$ cat config.mk
export PLATFORM = sky130hd
export DESIGN_NAME = alu_cmd_issuer
export DESIGN_NICKNAME = d
export VERILOG_FILES = /design/src/rtl/alu_cmd_issuer.sv
export SDC_FILE = /design/constraint.sdc
export NUM_CORES = 1
export LEC_CHECK = 0
export CAP_MARGIN = 40
export CORE_MARGIN = 5
export CORE_UTILIZATION = 35
export CTS_BUF_LIST = sky130_fd_sc_hd__clkbuf_4 sky130_fd_sc_hd__clkbuf_8
export CTS_CLUSTER_SIZE = 12
export DETAILED_ROUTE_END_ITERATION = 7
export DONT_BUFFER_PORTS = 1
export PLACE_DENSITY = 0.51
export SYNTH_ARGS = -nofsm -noshare
export SYNTH_HDL_FRONTEND = slang
export SYNTH_SLANG_ARGS = --single-unit
$ cat constraint.sdc
create_clock -name clk -period 6.5 [get_ports clk]
set_input_delay 0.975 -clock clk [delete_from_list [all_inputs] [get_ports clk]]
set_output_delay 0.975 -clock clk [all_outputs]
set_load 0.02 [all_outputs]
$ cat src/rtl/alu_cmd_issuer.sv
// Command FIFO plus IDLE/ISSUE/RESP sequencer that drives a combinational ALU and returns its results in order.
// Optional statistics counters (rsp_count, illegal_count) are enabled by defining ALU_ISSUER_STATS_EN.
module alu_cmd_issuer #(
    parameter int N     = 32,
    parameter int DEPTH = 4
) (
    input  logic         clk,
    input  logic         rst,
    input  logic         cmd_valid,
    output logic         cmd_ready,
    input  logic [N-1:0] cmd_a,
    input  logic [N-1:0] cmd_b,
    input  logic [3:0]   cmd_op,
    output logic [N-1:0] alu_a,
    output logic [N-1:0] alu_b,
    output logic [3:0]   alu_control,
    input  logic [N-1:0] alu_result,
    input  logic         alu_zero,
    output logic         rsp_valid,
    input  logic         rsp_ready,
    output logic [N-1:0] rsp_result,
    output logic         rsp_zero,
    output logic [3:0]   rsp_op,
    output logic         rsp_illegal,
    output logic         busy,
    output logic [1:0]   dbg_state_o
`ifdef ALU_ISSUER_STATS_EN
    ,
    output logic [15:0]  rsp_count,
    output logic [7:0]   illegal_count
`endif
);

    localparam int PW = $clog2(DEPTH);
    localparam logic [3:0] OP_MAX = 4'b1010;

    typedef enum logic [1:0] {
        IDLE  = 2'd0,
        ISSUE = 2'd1,
        RESP  = 2'd2
    } state_t;

    // Handshakes: a transfer happens on a rising edge where valid && ready;
    // the sender holds its payload stable while valid is high and ready is low.

    logic [N-1:0] mem_a  [DEPTH];
    logic [N-1:0] mem_b  [DEPTH];
    logic [3:0]   mem_op [DEPTH];

    logic [PW:0]  wr_ptr_q, wr_ptr_d;
    logic [PW:0]  rd_ptr_q, rd_ptr_d;
    logic         full, empty, push, pop;

    state_t       state_q, state_d;
    logic [N-1:0] alu_a_q, alu_a_d;
    logic [N-1:0] alu_b_q, alu_b_d;
    logic [3:0]   alu_ctl_q, alu_ctl_d;
    logic [3:0]   op_q, op_d;
    logic         rsp_valid_q, rsp_valid_d;
    logic [N-1:0] rsp_result_q, rsp_result_d;
    logic         rsp_zero_q, rsp_zero_d;
    logic [3:0]   rsp_op_q, rsp_op_d;
    logic         rsp_illegal_q, rsp_illegal_d;

    logic [N-1:0] head_a, head_b;
    logic [3:0]   head_op;
    logic         inflight_illegal;

    assign full  = (wr_ptr_q[PW] != rd_ptr_q[PW]) && (wr_ptr_q[PW-1:0] == rd_ptr_q[PW-1:0]);
    assign empty = (wr_ptr_q == rd_ptr_q);
    assign cmd_ready = !full && !rst;
    assign push  = cmd_valid && cmd_ready;

    assign head_a  = mem_a[rd_ptr_q[PW-1:0]];
    assign head_b  = mem_b[rd_ptr_q[PW-1:0]];
    assign head_op = mem_op[rd_ptr_q[PW-1:0]];
    assign inflight_illegal = (op_q > OP_MAX);

    // Storage needs no reset: an entry is only read after it has been pushed.
    always_ff @(posedge clk) begin
        if (push) begin
            mem_a[wr_ptr_q[PW-1:0]]  <= cmd_a;
            mem_b[wr_ptr_q[PW-1:0]]  <= cmd_b;
            mem_op[wr_ptr_q[PW-1:0]] <= cmd_op;
        end
    end

    always_comb begin
        state_d       = state_q;
        pop           = 1'b0;
        alu_a_d       = alu_a_q;
        alu_b_d       = alu_b_q;
        alu_ctl_d     = alu_ctl_q;
        op_d          = op_q;
        rsp_valid_d   = rsp_valid_q;
        rsp_result_d  = rsp_result_q;
        rsp_zero_d    = rsp_zero_q;
        rsp_op_d      = rsp_op_q;
        rsp_illegal_d = rsp_illegal_q;

        case (state_q)
            IDLE: begin
                if (!empty) begin
                    pop     = 1'b1;
                    state_d = ISSUE;
                end
            end
            ISSUE: begin
                rsp_valid_d   = 1'b1;
                rsp_op_d      = op_q;
                rsp_illegal_d = inflight_illegal;
                rsp_result_d  = inflight_illegal ? '0 : alu_result;
                rsp_zero_d    = inflight_illegal ? 1'b0 : alu_zero;
                state_d       = RESP;
            end
            RESP: begin
                if (rsp_ready) begin
                    rsp_valid_d = 1'b0;
                    if (!empty) begin
                        pop     = 1'b1;
                        state_d = ISSUE;
                    end else begin
                        state_d = IDLE;
                    end
                end
            end
            default: state_d = IDLE;
        endcase

        // Illegal codes travel through the pipeline but leave the ALU inputs untouched.
        if (pop) begin
            op_d = head_op;
            if (head_op <= OP_MAX) begin
                alu_a_d   = head_a;
                alu_b_d   = head_b;
                alu_ctl_d = head_op;
            end
        end
    end

    assign wr_ptr_d = wr_ptr_q + {{PW{1'b0}}, push};
    assign rd_ptr_d = rd_ptr_q + {{PW{1'b0}}, pop};

    always_ff @(posedge clk or posedge rst) begin
        if (rst) begin
            state_q       <= IDLE;
            wr_ptr_q      <= '0;
            rd_ptr_q      <= '0;
            alu_a_q       <= '0;
            alu_b_q       <= '0;
            alu_ctl_q     <= '0;
            op_q          <= '0;
            rsp_valid_q   <= 1'b0;
            rsp_result_q  <= '0;
            rsp_zero_q    <= 1'b0;
            rsp_op_q      <= '0;
            rsp_illegal_q <= 1'b0;
        end else begin
            state_q       <= state_d;
            wr_ptr_q      <= wr_ptr_d;
            rd_ptr_q      <= rd_ptr_d;
            alu_a_q       <= alu_a_d;
            alu_b_q       <= alu_b_d;
            alu_ctl_q     <= alu_ctl_d;
            op_q          <= op_d;
            rsp_valid_q   <= rsp_valid_d;
            rsp_result_q  <= rsp_result_d;
            rsp_zero_q    <= rsp_zero_d;
            rsp_op_q      <= rsp_op_d;
            rsp_illegal_q <= rsp_illegal_d;
        end
    end

    assign alu_a       = alu_a_q;
    assign alu_b       = alu_b_q;
    assign alu_control = alu_ctl_q;
    assign rsp_valid   = rsp_valid_q;
    assign rsp_result  = rsp_result_q;
    assign rsp_zero    = rsp_zero_q;
    assign rsp_op      = rsp_op_q;
    assign rsp_illegal = rsp_illegal_q;
    assign busy        = (state_q != IDLE) || !empty;
    assign dbg_state_o = state_q;

`ifdef ALU_ISSUER_STATS_EN
    logic [15:0] rsp_count_q, rsp_count_d;
    logic [7:0]  illegal_count_q, illegal_count_d;
    logic        rsp_fire;

    assign rsp_fire = rsp_valid_q && rsp_ready;

    always_comb begin
        rsp_count_d     = rsp_count_q;
        illegal_count_d = illegal_count_q;
        if (rsp_fire && (rsp_count_q != 16'hFFFF)) begin
            rsp_count_d = rsp_count_q + 16'd1;
        end
        if (rsp_fire && rsp_illegal_q && (illegal_count_q != 8'hFF)) begin
            illegal_count_d = illegal_count_q + 8'd1;
        end
    end

    always_ff @(posedge clk or posedge rst) begin
        if (rst) begin
            rsp_count_q     <= '0;
            illegal_count_q <= '0;
        end else begin
            rsp_count_q     <= rsp_count_d;
            illegal_count_q <= illegal_count_d;
        end
    end

    assign rsp_count     = rsp_count_q;
    assign illegal_count = illegal_count_q;
`endif

endmodule

# Word level (Yosys, flattened, before mapping)
# Memories as Yosys holds them, arrays and structs flattened. A register that Yosys moved wholly into a read port is not among the register bits.
# Index checks and enable logic that the tools add are counted.
dict set report op_classes {
  mux 13
  n_lt_le_gt_ge 2
  n_addsub 2
  reduce_logical 13
  eq_ne 7
}
# cell count
set op_table {}
lappend op_table {{two-way mux 32 bit} 1}
lappend op_table {{two-way mux 1 bit} 7}
lappend op_table {{adder 3 x 1 -> 3 bit} 2}
lappend op_table {{one-hot mux 2 bit (3 select lines)} 1}
lappend op_table {{AND reduction 2 bit} 3}
lappend op_table {{> comparator 4 bit, second input constant} 1}
lappend op_table {{<= comparator 4 bit, second input constant} 1}
lappend op_table {{two-way mux 2 bit} 2}
lappend op_table {{!= test 2 bit, second input constant} 2}
lappend op_table {{one-hot mux 1 bit (2 select lines)} 2}
lappend op_table {{nonzero test 2 bit} 2}
lappend op_table {{== test 3 bit} 1}
lappend op_table {{logical AND 1 bit} 3}
lappend op_table {{logical NOT 1 bit} 3}
lappend op_table {{== test 2 x 1 -> 1 bit, second input constant} 1}
lappend op_table {{== test 2 bit} 1}
lappend op_table {{== test 2 bit, second input constant} 1}
lappend op_table {{logical NOT 2 bit} 1}
lappend op_table {{logical OR 1 bit} 1}
lappend op_table {{!= test 1 bit} 1}
dict set report totals {
  mem_bits_rw 272
  word_cells 50
  register_bits 55
  out_inout_bits 111
  mem_count 3
}
# memory depth width read_ports rd_clocked_by_memory_dff wr line_no
set mem_list {}
lappend mem_list {mem_a 4 32 1 1 1 46} ;# logic [N-1:0] mem_a [DEPTH];
lappend mem_list {mem_b 4 32 1 1 1 47} ;# logic [N-1:0] mem_b [DEPTH];
lappend mem_list {mem_op 4 4 1 0 1 48} ;# logic [3:0] mem_op [DEPTH];

# Depth between registers and ports, before layout
# Gate-level depths: netlist (run 1).
dict set report logic_depth {
  depth_word 7
  depth_mapped 7
  mapped_depth_nobuf 5
}

# Least setup slack after synthesis (run 1)
# No wires, ideal clock.
dict set report synth_path {
  path_type {input -> register}
  startpoint {input cmd_valid}
  endpoint {memory mem_a[0][0], enable pin}
  required_ns 5.908
  path_buffers 0
  setup_time_ns 0.592
  path_slack_ns -0.538
  arrival_time_ns 6.446
  stages 3
  path_cell_list {inv_1 -> a311oi_1 -> nor3b_1}
}
dict set report synth_via {
  elab_chain_len 3
}
# item line_no
set synth_lines {}
lappend synth_lines {{from (decl)} 9} ;# input logic cmd_valid,
lappend synth_lines {{logical AND 1 bit} 72} ;# assign push = cmd_valid && cmd_ready;
lappend synth_lines {{two-way mux 1 bit} 81} ;# if (push) begin
lappend synth_lines {{two-way mux 1 bit (not written as such)} 82} ;# mem_a[wr_ptr_q[PW-1:0]] <= cmd_a;
lappend synth_lines {{to (decl)} 46}
# No other way between the ends.

# Final worst setup path (run 1)
dict set report layout_path {
  startpoint {register rd_ptr_q[1]}
  endpoint {register alu_a_q[13] (netlist: alu_a[13]) (read register of mem_a)}
}
dict set report layout_via {
  elab_chain_len 5
  word_cells_on_any_way 7
  classes_between {order compare: 1; eq/ne: 1; mux: 3; reduce/logical: 1; memory: 1}
}
# item line_no
set layout_lines {}
lappend layout_lines {{from (decl)} 51} ;# logic [PW:0] rd_ptr_q, rd_ptr_d;
lappend layout_lines {{from (signal assigned)} 161} ;# rd_ptr_q <= rd_ptr_d;
lappend layout_lines {{parallel branches: the longest is 5 deep, another holds memory (4 x 4 bit)} n/a}
lappend layout_lines {{to (decl)} 55} ;# logic [N-1:0] alu_a_q, alu_a_d;
# Parallel ways; which one is timed is not known.
# A chain may end at the register's enable or synchronous reset.

==> flow_summary_export.csv, run 1 <==
group,metric,value,unit
critical_path,r2r_start,"rd_ptr_q[1]$_DFF_PP0_",
yosys,ys_ff_latch,391,
die,die_w,212.4,um
yosys,syn_area,0.01433,mm^2
sta,finalHoldViolCount,0,
yosys,synth.distinct_cells,35,
clock_network,cts_setup_buffers,0,
yosys,ys_seq_area_frac,0.7776,
yosys,synthArstFlopShare,0.3043,
sta,hold_slack,0.3393,ns
sta,fin_crit_sh,0.5518,
die,io_pins,216,
place,dp_hpwl,17.87,mm
cells_and_area,syn_to_final_growth,13.95,%
flow_run,cap_viol_max_count,0,
sta,max_freq,278.8,MHz
place,place.port_buffers,0,
route,routed_wl,28.83,mm
global_route,grt_overflow,0,
pwr,leakage,5.702,nW
clock_network,cts.sinks,391,
cells_and_area,finish.net_count,794,
global_route,grt_max_degree,66,
route,drc_errors,0,
place,gp_congestion,0.7574,
route,drt_iter0_markers,315,
yosys,synthFlopType,"edfxtp_1",
critical_path,cp_top_family,"buffers and inverters",
clock_network,worstSkewPairLatency,0.62,ns
die,dieArea,0.04510,mm^2
cells_and_area,final_cells,1269,
place,placedCellCount,1154,
yosys,synth_nets,748,
route,route.antenna.remaining_nets,0,
clock_network,cts_buffers,61,
clock_network,cts-resized-gates,0,
yosys,synth_edf_count,272,
yosys,syn_inst,639,
critical_path,reg2reg_depth,6,
global_route,track_usage,0.1260,
cells_and_area,final_common_cell,"edfxtp_1",
sta,worstMarginPinSlew,0.7990,ns
yosys,ys_warn_count,0,
clock_network,root_buffer,"clkbuf_8",
clock_network,cts_tree,"built",
clock_network,clk_path_buf_depth,3,
cells_and_area,diodes,0,
sta,fin_worst_skew,0.01566,ns
critical_path,path_max_fanout,44,
global_route,grt_pass1_vias,7013,
pwr,powerDensity,505.2,mW/mm^2
die,row_count,74,
cells_and_area,final_cell_mix,"272 x edfxtp_1, 117 x dfrtp_1, 77 x clkbuf_8",
die,core,0.04065,mm^2
critical_path,regToRegSetupSlack,2.91,ns
critical_path,cp_common_cell,"buf_4",
die,initial_core_util,0.3526,
critical_path,cp_slowest_stage_delay,0.91,ns
place,placed_area,0.01497,mm^2
global_route,grt_pass1_wl,42.57,mm
critical_path,cp-start-kind,"register",
route,drt-vias-per-instance,4.910,
clock_network,cts_max_level,2,
critical_path,cp-end-kind,"register",
cells_and_area,drive_gt1_frac,0.3406,
route,wl_per_cell,22.72,um
die,die_h,212.4,um
critical_path,arrival,4.08,ns
pwr,ir_drop,0.2233,mV
sta,relSlewSlack,0.4674,
critical_path,slowest_stage,"dfrtp_4",
yosys,syn_area_per_cell,22.43,um^2
route,first_pass_iters,4,
critical_path,worst-setup-path-type,"register to register",
hold_path,hold_path.class,"primary input to async pin",
sta,setup_violations,0,
cells_and_area,fin_util,0.4018,
route,num_vias,6231,
critical_path,crit_buf_inv,3,
clock_network,cts_hold_buf,0,
cells_and_area,fin_area,0.01633,mm^2
global_route,antenna_found_initial,0,
sta,fin_tns_setup,0,ns
critical_path,r2r_end,"alu_a[13]$_DFFE_PP0P_",
sta,drv_slew,0,
sta,period_needed,3.587,ns
sta,rsz0062_at_grt,"false",
outcome,status,"finished, final reports clean",
clock_network,path_clk_slew,0.06,ns
critical_path,crit_chain,"buf_4, mux4_2, inv_1, o21a_4, buf_4, mux2_2",
critical_path,crit_required,6.99,ns
==> per-layer routing <==
metal  vias to the layer above  GRT usage  part of all wire
li1                       2701          -                 -
met3                        37    0.05179              0.10
met4                         0    0.05186             0.022
met1                      3276     0.1354              0.36
met2                       217     0.2206              0.52
met5                         -          0                 0
==> cell type report <==
cell class | count | area [um^2]
inverter | 6 | 27.53
tap | 532 | 665.6
multi-input combinational | 212 | 2992
clock inverter | 15 | 127.6
clock buffer | 100 | 1232
timing repair buffer | 13 | 135.1
fill | 3591 | 24310
sequential | 391 | 11150
==> per-stage QoR <==
step / setup slack (ns) / power (mW)
final: 2.913 / 8.252
after global routing: 2.662 / 8.697
after CTS: 2.766 / 8.429
after detailed placement: 2.777 / 6.191
after global placement: 2.706 / 6.095
after floorplan: 1.673 / 5.699
==> sequential cells by signal, summed over array words and instances (netlist names) <==
register	flops
alu_control	4
mem_b	128
alu_b	32
dbg_state_o	2
mem_a	128
rsp_result	32
rd_ptr_q	3
rsp_zero	1
rsp_valid	1
rsp_op	4
alu_a	32
wr_ptr_q	3
rsp_illegal	1
op_q	4
mem_op	16
==> cell families after synthesis <==
logic type	share of synthesized area
DFF	0.7776
muxes	0.1650
buffers and inverters	0.01589
and+or+nand+nor	0.005064
adders and majority gates	0.003492
xor gates and xnor gates	0.004714
AOI/OAI and AO/OA	0.02828
==> worst reg2reg max path, stage by stage, from the launching register on <==
cell,delay (ns)
dfrtp_4,0.91
buf_4,0.52
mux4_2,0.40
inv_1,0.11
o21a_4,0.63
buf_4,0.52
mux2_2,0.39
==> how the worst max path moves through the flow <==
stage / startpoint / endpoint / slack, ns / cells after the start
6_report: rd_ptr_q[1]$_DFF_PP0_ / alu_a[13]$_DFFE_PP0P_ / 2.91 / 6
5_1_grt: rd_ptr_q[1]$_DFF_PP0_ / alu_a[23]$_DFFE_PP0P_ / 2.66 / 6
4_1_cts: rd_ptr_q[1]$_DFF_PP0_ / alu_a[23]$_DFFE_PP0P_ / 2.77 / 6
3_5_place_dp: rd_ptr_q[1]$_DFF_PP0_ / alu_b[30]$_DFFE_PP0P_ / 2.78 / 6
3_3_place_gp: rd_ptr_q[0]$_DFF_PP0_ / mem_a[2][20]$_DFFE_PP_ / 2.71 / 4
2_1_floorplan: cmd_valid / mem_a[1][0]$_DFFE_PP_ / 1.67 / 4
==> cells in the mapped netlist, types with 2 or more instances <==
master / n / area share
xnor2_2: 2 / 0.0023
clkbuf_1: 15 / 0.0039
dfrtp_1: 119 / 0.21
mux2_1: 29 / 0.023
a311oi_1: 2 / 0.0012
nand2b_1: 2 / 0.00087
buf_2: 5 / 0.0017
xor2_1: 3 / 0.0018
mux2_2: 45 / 0.035
a21oi_1: 6 / 0.0021
mux4_2: 68 / 0.11
nand2_1: 2 / 0.00052
nor2_1: 3 / 0.00079
buf_6: 2 / 0.0016
edfxtp_1: 272 / 0.57
buf_12: 3 / 0.0042
ha_1: 4 / 0.0035
buf_4: 3 / 0.0016
inv_1: 6 / 0.0016
a22o_1: 33 / 0.020
==> power breakdown <==
part	internal [mW]	switching, mW
clock	1.28	0.911
combinational	1.02	0.874
sequential	3.29	0.880
total	5.59	2.66
Power figures use the tool's default switching activity.
==> run 2: changes to the inputs <==
--- a/config.mk
+++ b/config.mk
@@ -5,6 +5,7 @@
 export SDC_FILE = /design/constraint.sdc
 export NUM_CORES = 1
 export LEC_CHECK = 0
+export ABC_AREA = 1
 export CAP_MARGIN = 40
 export CORE_MARGIN = 5
 export CORE_UTILIZATION = 35
@@ -12,7 +13,7 @@
 export CTS_CLUSTER_SIZE = 12
 export DETAILED_ROUTE_END_ITERATION = 7
 export DONT_BUFFER_PORTS = 1
-export PLACE_DENSITY = 0.51
+export PLACE_DENSITY = 0.49
 export SYNTH_ARGS = -nofsm -noshare
 export SYNTH_HDL_FRONTEND = slang
 export SYNTH_SLANG_ARGS = --single-unit
==> constraint.sdc (replaced) <==
create_clock -name clk -period 3.6 [get_ports clk]
set_input_delay 0.54 -clock clk [delete_from_list [all_inputs] [get_ports clk]]
set_output_delay 0.54 -clock clk [all_outputs]
set_load 0.02 [all_outputs]
==> run 2 against run 1 <==
Compared with the run above: clock power up 99%; sequential share of layout area down 5.0 points; via count up 51%; global-route usage up 3.5 points.
==> flow_summary_export.csv, run 2 <==
group,metric,value,unit
die,initial_core_util,0.3540,
pwr,ir_drop,0.6495,mV
yosys,synth_nets,1256,
cells_and_area,final_cell_mix,"272 x edfxtp_1, 145 x nor2_1, 139 x nand3_1",
clock_network,cts_max_level,3,
critical_path,worst-setup-path-type,"register to register",
yosys,synth.most_common_cell,"edfxtp_1",
global_route,grt_overflow,0,
pwr,leakage,6.703,nW
route,drt_iter0_markers,777,
hold_path,hold_path.class,"primary input to async pin",
route,drc_errors,0,
critical_path,cp-start-kind,"register",
sta,fin_ws,0.7834,ns
place,placed_area,0.01544,mm^2
clock_network,path_clk_slew,0.07,ns
yosys,ys_ff_latch,391,
cells_and_area,drive_gt1_frac,0.1243,
yosys,synthFlopType,"edfxtp_1",
sta,rsz0062_at_grt,"false",
cells_and_area,fillers,3865,
place,dp_hpwl,22.68,mm
place,placedCellCount,1631,
route,first_pass_iters,5,
route,drt-vias-per-instance,5.132,
sta,drv_slew,0,
place,pre_cts_slack,0.7104,ns
yosys,synth_edf_count,272,
critical_path,r2r_end,"mem_a[0][30]$_DFFE_PP_",
cells_and_area,finish.net_count,1340,
yosys,synthArstFlopShare,0.3043,
cells_and_area,regArea,0.01115,mm^2
die,io_pins,216,
critical_path,regToRegSetupSlack,0.78,ns
global_route,track_usage,0.1612,
cells_and_area,fin_util,0.4200,
route,num_vias,9396,
sta,finalHoldViolCount,0,
cells_and_area,final_cells,1831,
die,dieArea,0.04664,mm^2
cells_and_area,multi_input_area,0.003227,mm^2
sta,worstMarginPinSlew,0.8541,ns
clock_network,cts-resized-gates,0,
critical_path,path_max_fanout,26,
yosys,syn_area_per_cell,12.95,um^2
place,place.port_buffers,0,
clock_network,root_buffer,"clkbuf_8",
cells_and_area,syn_to_final_growth,18.67,%
yosys,synth_common_cells,"272 x edfxtp_1, 149 x nor2_1, 139 x nand3_1",
clock_network,clk_path_buf_depth,3,
cells_and_area,final_common_cell,"edfxtp_1",
sta,hold_slack,0.06291,ns
die,die_h,216.0,um
route,wl_per_cell,21.02,um
yosys,syn_inst,1147,
yosys,ys_warn_count,0,
outcome,status,"finished, final reports clean",
global_route,antenna_found_initial,8,
yosys,synth.distinct_cells,27,
pwr,power.total,16.44,mW
yosys,synthTopCellsByArea,"edfxtp_1 55%, dfrtp_1 20%, nand3_1 4.7%",
yosys,synth_top_area_frac,0.5501,
sta,max_freq,355.0,MHz
critical_path,arrival,3.11,ns
global_route,grt_pass1_vias,9537,
sta,fin_crit_sh,0.7824,
critical_path,crit_required,3.89,ns
cells_and_area,fin_area,0.01762,mm^2
global_route,grt_max_degree,120,
place,gp_congestion,0.7262,
clock_network,cts_tree,"built",
yosys,syn_area,0.01485,mm^2
route,routed_wl,38.49,mm
critical_path,cp-end-kind,"register",
global_route,grt_pass1_wl,58.84,mm
sta,period_needed,2.817,ns
critical_path,reg2reg_depth,9,
die,row_count,75,
route,route.antenna.remaining_nets,0,
die,core,0.04195,mm^2
sta,fin_worst_skew,0.02776,ns
sta,setup_violations,0,
yosys,yosysTopAreaCell,"edfxtp_1",
clock_network,cts_buffers,69,
clock_network,cts.sinks,391,
critical_path,r2r_start,"rd_ptr_q[1]$_DFF_PP0_",
clock_network,worstSkewPairLatency,0.61,ns
pwr,powerDensity,933.3,mW/mm^2
sta,fin_tns_setup,0,ns
flow_run,cap_viol_max_count,0,
sta,relSlewSlack,0.4306,
yosys,ys_seq_area_frac,0.7507,
die,die_w,216.0,um
## run 2: changes by cell type after synthesis, moves of 18 or more
| cell | change |
|---|---|
| mux2_1 | -29 |
| o22ai_1 | +64 |
| o21ai_0 | +127 |
| nand3_1 | +139 |
| nand2_1 | +112 |
| mux4_2 | -68 |
| inv_1 | +18 |
| mux2_2 | -45 |
| nor2_1 | +146 |
| clkbuf_1 | +31 |
## run 2: final cells by class
class                      count  area share
timing repair buffer          91     0.05383
tap                          539     0.03828
multi-input combinational    649      0.1831
antenna                        5   0.0007101
clock inverter                24     0.01221
sequential                   391      0.6329
inverter                      29    0.006675
clock buffer                 103     0.07229
## run 2: report_power, final
group	internal (mW)	switching, mW	total [mW]
Combinational	1.52	3.38	4.91
Clock	2.50	1.85	4.36
Sequential	5.87	1.31	7.18
Total	9.90	6.55	16.4
## run 2: how the worst max path moves through the flow
stage,from,endpoint,depth (start not counted)
after floorplan,rst,mem_a[0][0]$_DFFE_PP_,5
after global placement,rd_ptr_q[1]$_DFF_PP0_,alu_a[25]$_DFFE_PP0P_,9
after detailed placement,rd_ptr_q[1]$_DFF_PP0_,mem_b[0][9]$_DFFE_PP_,9
after CTS,rd_ptr_q[1]$_DFF_PP0_,mem_a[0][13]$_DFFE_PP_,9
after global routing,rd_ptr_q[1]$_DFF_PP0_,alu_a[14]$_DFFE_PP0P_,9
final,rd_ptr_q[1]$_DFF_PP0_,mem_a[0][30]$_DFFE_PP_,9
## run 2: layer usage
layer  GRT usage  share of wire
met5           0        0.00099
met4     0.04940          0.018
met2      0.2619           0.48
met3     0.05451          0.077
met1      0.2058           0.42
## run 2: timing repair
| item | 4_1_cts | 5_1_grt |
|---|---|---|
| buffers inserted | 0 | 0 |
| endpoints found under the hold margin | 272 | 0 |
| hold buffers | 68 | 0 |
## run 2: worst max-delay path, cell delays in order (launching register included)
cell     delay, ns
dfrtp_2       0.61
inv_2         0.26
nand2_1       0.11
nand2_1       0.09
nand4_1       0.09
nand2_1       0.07
nor2_1        0.22
nand2_1       0.18
nor2_4        0.54
buf_12        0.30
## run 2: logic make-up (layout without fill, tap and decap cells)
family          count (synthesis)  count (layout)  share of synthesized area
flops                         391             391                     0.7507
simple gates                  411             411                     0.1181
buf+inv                       107             247                    0.03472
compound gates                232             232                    0.09194
fa+ha+maj                       4               4                   0.003371
xor+xnor                        2               2                   0.001180
other cells                     0               5                          0
==> run 3: changes to the inputs <==
==> constraint.sdc (replaced) <==
create_clock -name clk -period 2.7 [get_ports clk]
set_input_delay 0.405 -clock clk [delete_from_list [all_inputs] [get_ports clk]]
set_output_delay 0.405 -clock clk [all_outputs]
set_load 0.02 [all_outputs]
==> run 3 against run 2 <==
Compared with the run above: non-clock buffer count increased by 41; worst setup slack got worse by 0.41 ns; critical path depth unchanged; maximum frequency is 21% higher; via count increased by 0.65%; critical path type unchanged; critical endpoint is now mem_a[3][26]$_DFFE_PP_; largest power group unchanged.
==> flow_summary_export.csv, run 3 (same netlist as run 2, synthesis figures left out) <==
group,metric,value,unit
global_route,grt_pass1_vias,9953,
sta,period_needed,2.327,ns
place,gp_congestion,0.7318,
clock_network,cts-resized-gates,0,
critical_path,cp_slowest_stage_delay,0.48,ns
critical_path,r2r_end,"mem_a[3][26]$_DFFE_PP_",
sta,drv_slew,0,
sta,fin_ws,0.3728,ns
pwr,ir_drop,0.5639,mV
route,drt-vias-per-instance,5.055,
critical_path,path_max_fanout,32,
global_route,grt_overflow,0,
pwr,power.switching,8.754,mW
critical_path,cp_common_cell,"nand2_1",
sta,worstMarginPinSlew,0.6750,ns
place,placed_area,0.01556,mm^2
route,route.antenna.remaining_nets,0,
critical_path,r2r_start,"wr_ptr_q[1]$_DFF_PP0_",
critical_path,regToRegSetupSlack,0.37,ns
die,io_pins,216,
place,place.port_buffers,0,
clock_network,cts_tree,"built",
place,dp_hpwl,22.63,mm
pwr,clkPwrFrac,0.256,
cells_and_area,fin_util,0.4306,
critical_path,cp-start-kind,"register",
global_route,grt_max_degree,120,
critical_path,worst-setup-path-type,"register to register",
sta,fin_tns_setup,0,ns
place,pre_cts_slack,0.3840,ns
die,row_count,75,
critical_path,crit_end,"mem_a[3][26]$_DFFE_PP_",
route,drc_errors,0,
sta,relSlewSlack,0.5500,
die,dieArea,0.04664,mm^2
pwr,p_sw_frac,0.3967,
pwr,leakage,6.875,nW
critical_path,arrival,2.59,ns
sta,finalHoldViolCount,0,
critical_path,crit_chain,"inv_1, nand2_1, nand2_1, nand4_1, nand2_1, nor2_1, nand2_1, nor2_4, buf_12",
die,core,0.04195,mm^2
route,routed_wl,38.73,mm
sta,setup_violations,0,
global_route,track_usage,0.1649,
critical_path,slowest_stage,"dfrtp_1",
sta,max_freq,429.7,MHz
cells_and_area,final_common_cell,"edfxtp_1",
pwr,intPower,13.31,mW
critical_path,cp-startpoint,"wr_ptr_q[1]$_DFF_PP0_",
hold_path,hold_depth,3,
cells_and_area,fin_area,0.01806,mm^2
clock_network,worstSkewPairLatency,0.60,ns
cells_and_area,drive_gt1_frac,0.1281,
global_route,antenna_found_initial,9,
pwr,p_comb_frac,0.310,
flow_run,cap_viol_max_count,0,
critical_path,cp_top_family,"simple AND/OR/NAND/NOR gates",
critical_path,crit_buf_inv,2,
cells_and_area,finish.net_count,1380,
global_route,grt_pass1_wl,60.58,mm
sta,fin_worst_skew,0.02157,ns
route,wl_per_cell,20.70,um
die,initial_core_util,0.3540,
die,die_h,216.0,um
sta,hold_slack,0.2494,ns
clock_network,cts_buffers,68,
die,die_w,216.0,um
clock_network,root_buffer,"clkbuf_8",
critical_path,cp-end-kind,"register",
route,drt_iter0_markers,607,
route,first_pass_iters,5,
route,num_vias,9457,
critical_path,crit_required,2.97,ns
clock_network,cts_setup_buffers,0,
critical_path,cp.depth,9,
outcome,status,"finished, final reports clean",
critical_path,reg2reg_depth,9,
pwr,power_frac_seq,0.434,
sta,fin_crit_sh,0.8619,
hold_path,hold_path.class,"primary input to register",
clock_network,path_clk_slew,0.06,ns
sta,rsz0062_at_grt,"false",
clock_network,cts_max_level,3,
clock_network,cts.sinks,391,
cells_and_area,final_cell_mix,"272 x edfxtp_1, 145 x nor2_1, 139 x nand3_1",
pwr,powerDensity,1222,mW/mm^2
clock_network,clk_path_buf_depth,3,
cells_and_area,syn_to_final_growth,21.66,%
-- run 3: changes by cell type in the layout (fill, tap and decap cells not counted), sizes merged --
cell,change
dlygate4sd3,+35
bufinv,-1
inv,-1
clkinvlp,+7
buf,+6
clkinv,-6
-- run 3: repair_timing --
action                     4_1_cts  5_1_grt
hold endpoints to repair       426        0
setup endpoints to repair        0        0
hold buffers                   103        0
-- run 3: area by class of cell --
class / instances / area, um^2
clock buffer: 103 / 1274
tap: 539 / 674.4
antenna: 5 / 12.51
fill: 3857 / 23880
timing repair buffer: 132 / 1426
inverter: 29 / 115.1
multi-input combinational: 649 / 3227
clock inverter: 23 / 183.9
sequential: 391 / 11150
-- run 3: worst min path at each step --
| stage | from | to | slack (ns) |
|---|---|---|---|
| final | cmd_valid | wr_ptr_q[0]$_DFF_PP0_ | 0.25 |
| after global routing | cmd_valid | wr_ptr_q[0]$_DFF_PP0_ | 0.26 |
| after CTS | cmd_valid | wr_ptr_q[0]$_DFF_PP0_ | 0.18 |
| after detailed placement | wr_ptr_q[2]$_DFF_PP0_ | wr_ptr_q[2]$_DFF_PP0_ | 0.49 |
| after global placement | rd_ptr_q[2]$_DFF_PP0_ | rd_ptr_q[2]$_DFF_PP0_ | 0.49 |
| after floorplan | wr_ptr_q[2]$_DFF_PP0_ | wr_ptr_q[2]$_DFF_PP0_ | 0.46 |
-- run 3: tightest hold or removal path, delay by kind of cell --
kind                       cells  cell delay (ns)
adders and majority gates      1             0.15
buffers and inverters          1             0.04
and+or+nand+nor                1             0.20
-- run 3: metrics by stage --
step | power, mW | std cells
5_1_grt | 23.64 | 1870
4_1_cts | 22.43 | 1866
2_1_floorplan | 14.27 | 1147
3_3_place_gp | 16.31 | 1635
6_report | 22.07 | 1871
3_5_place_dp | 16.48 | 1637
-- run 3: routing by layer --
metal  share of wire  up-vias  global-route usage
met5          0.0013        -                   0
met4           0.020       10             0.05342
met2            0.48      335              0.2681
li1                -     4421                   -
met1            0.42     4623              0.2126
met3           0.080       68             0.05087
-- run 3: power by group through the flow --
stage / combinational, mW / clock, mW / sequential [mW]
after floorplan: 4.92 / 0 / 9.35
after global placement: 6.60 / 0 / 9.71
after detailed placement: 6.78 / 0 / 9.70
after CTS: 6.98 / 5.85 / 9.60
after global routing: 7.75 / 6.17 / 9.73
final: 6.84 / 5.64 / 9.58
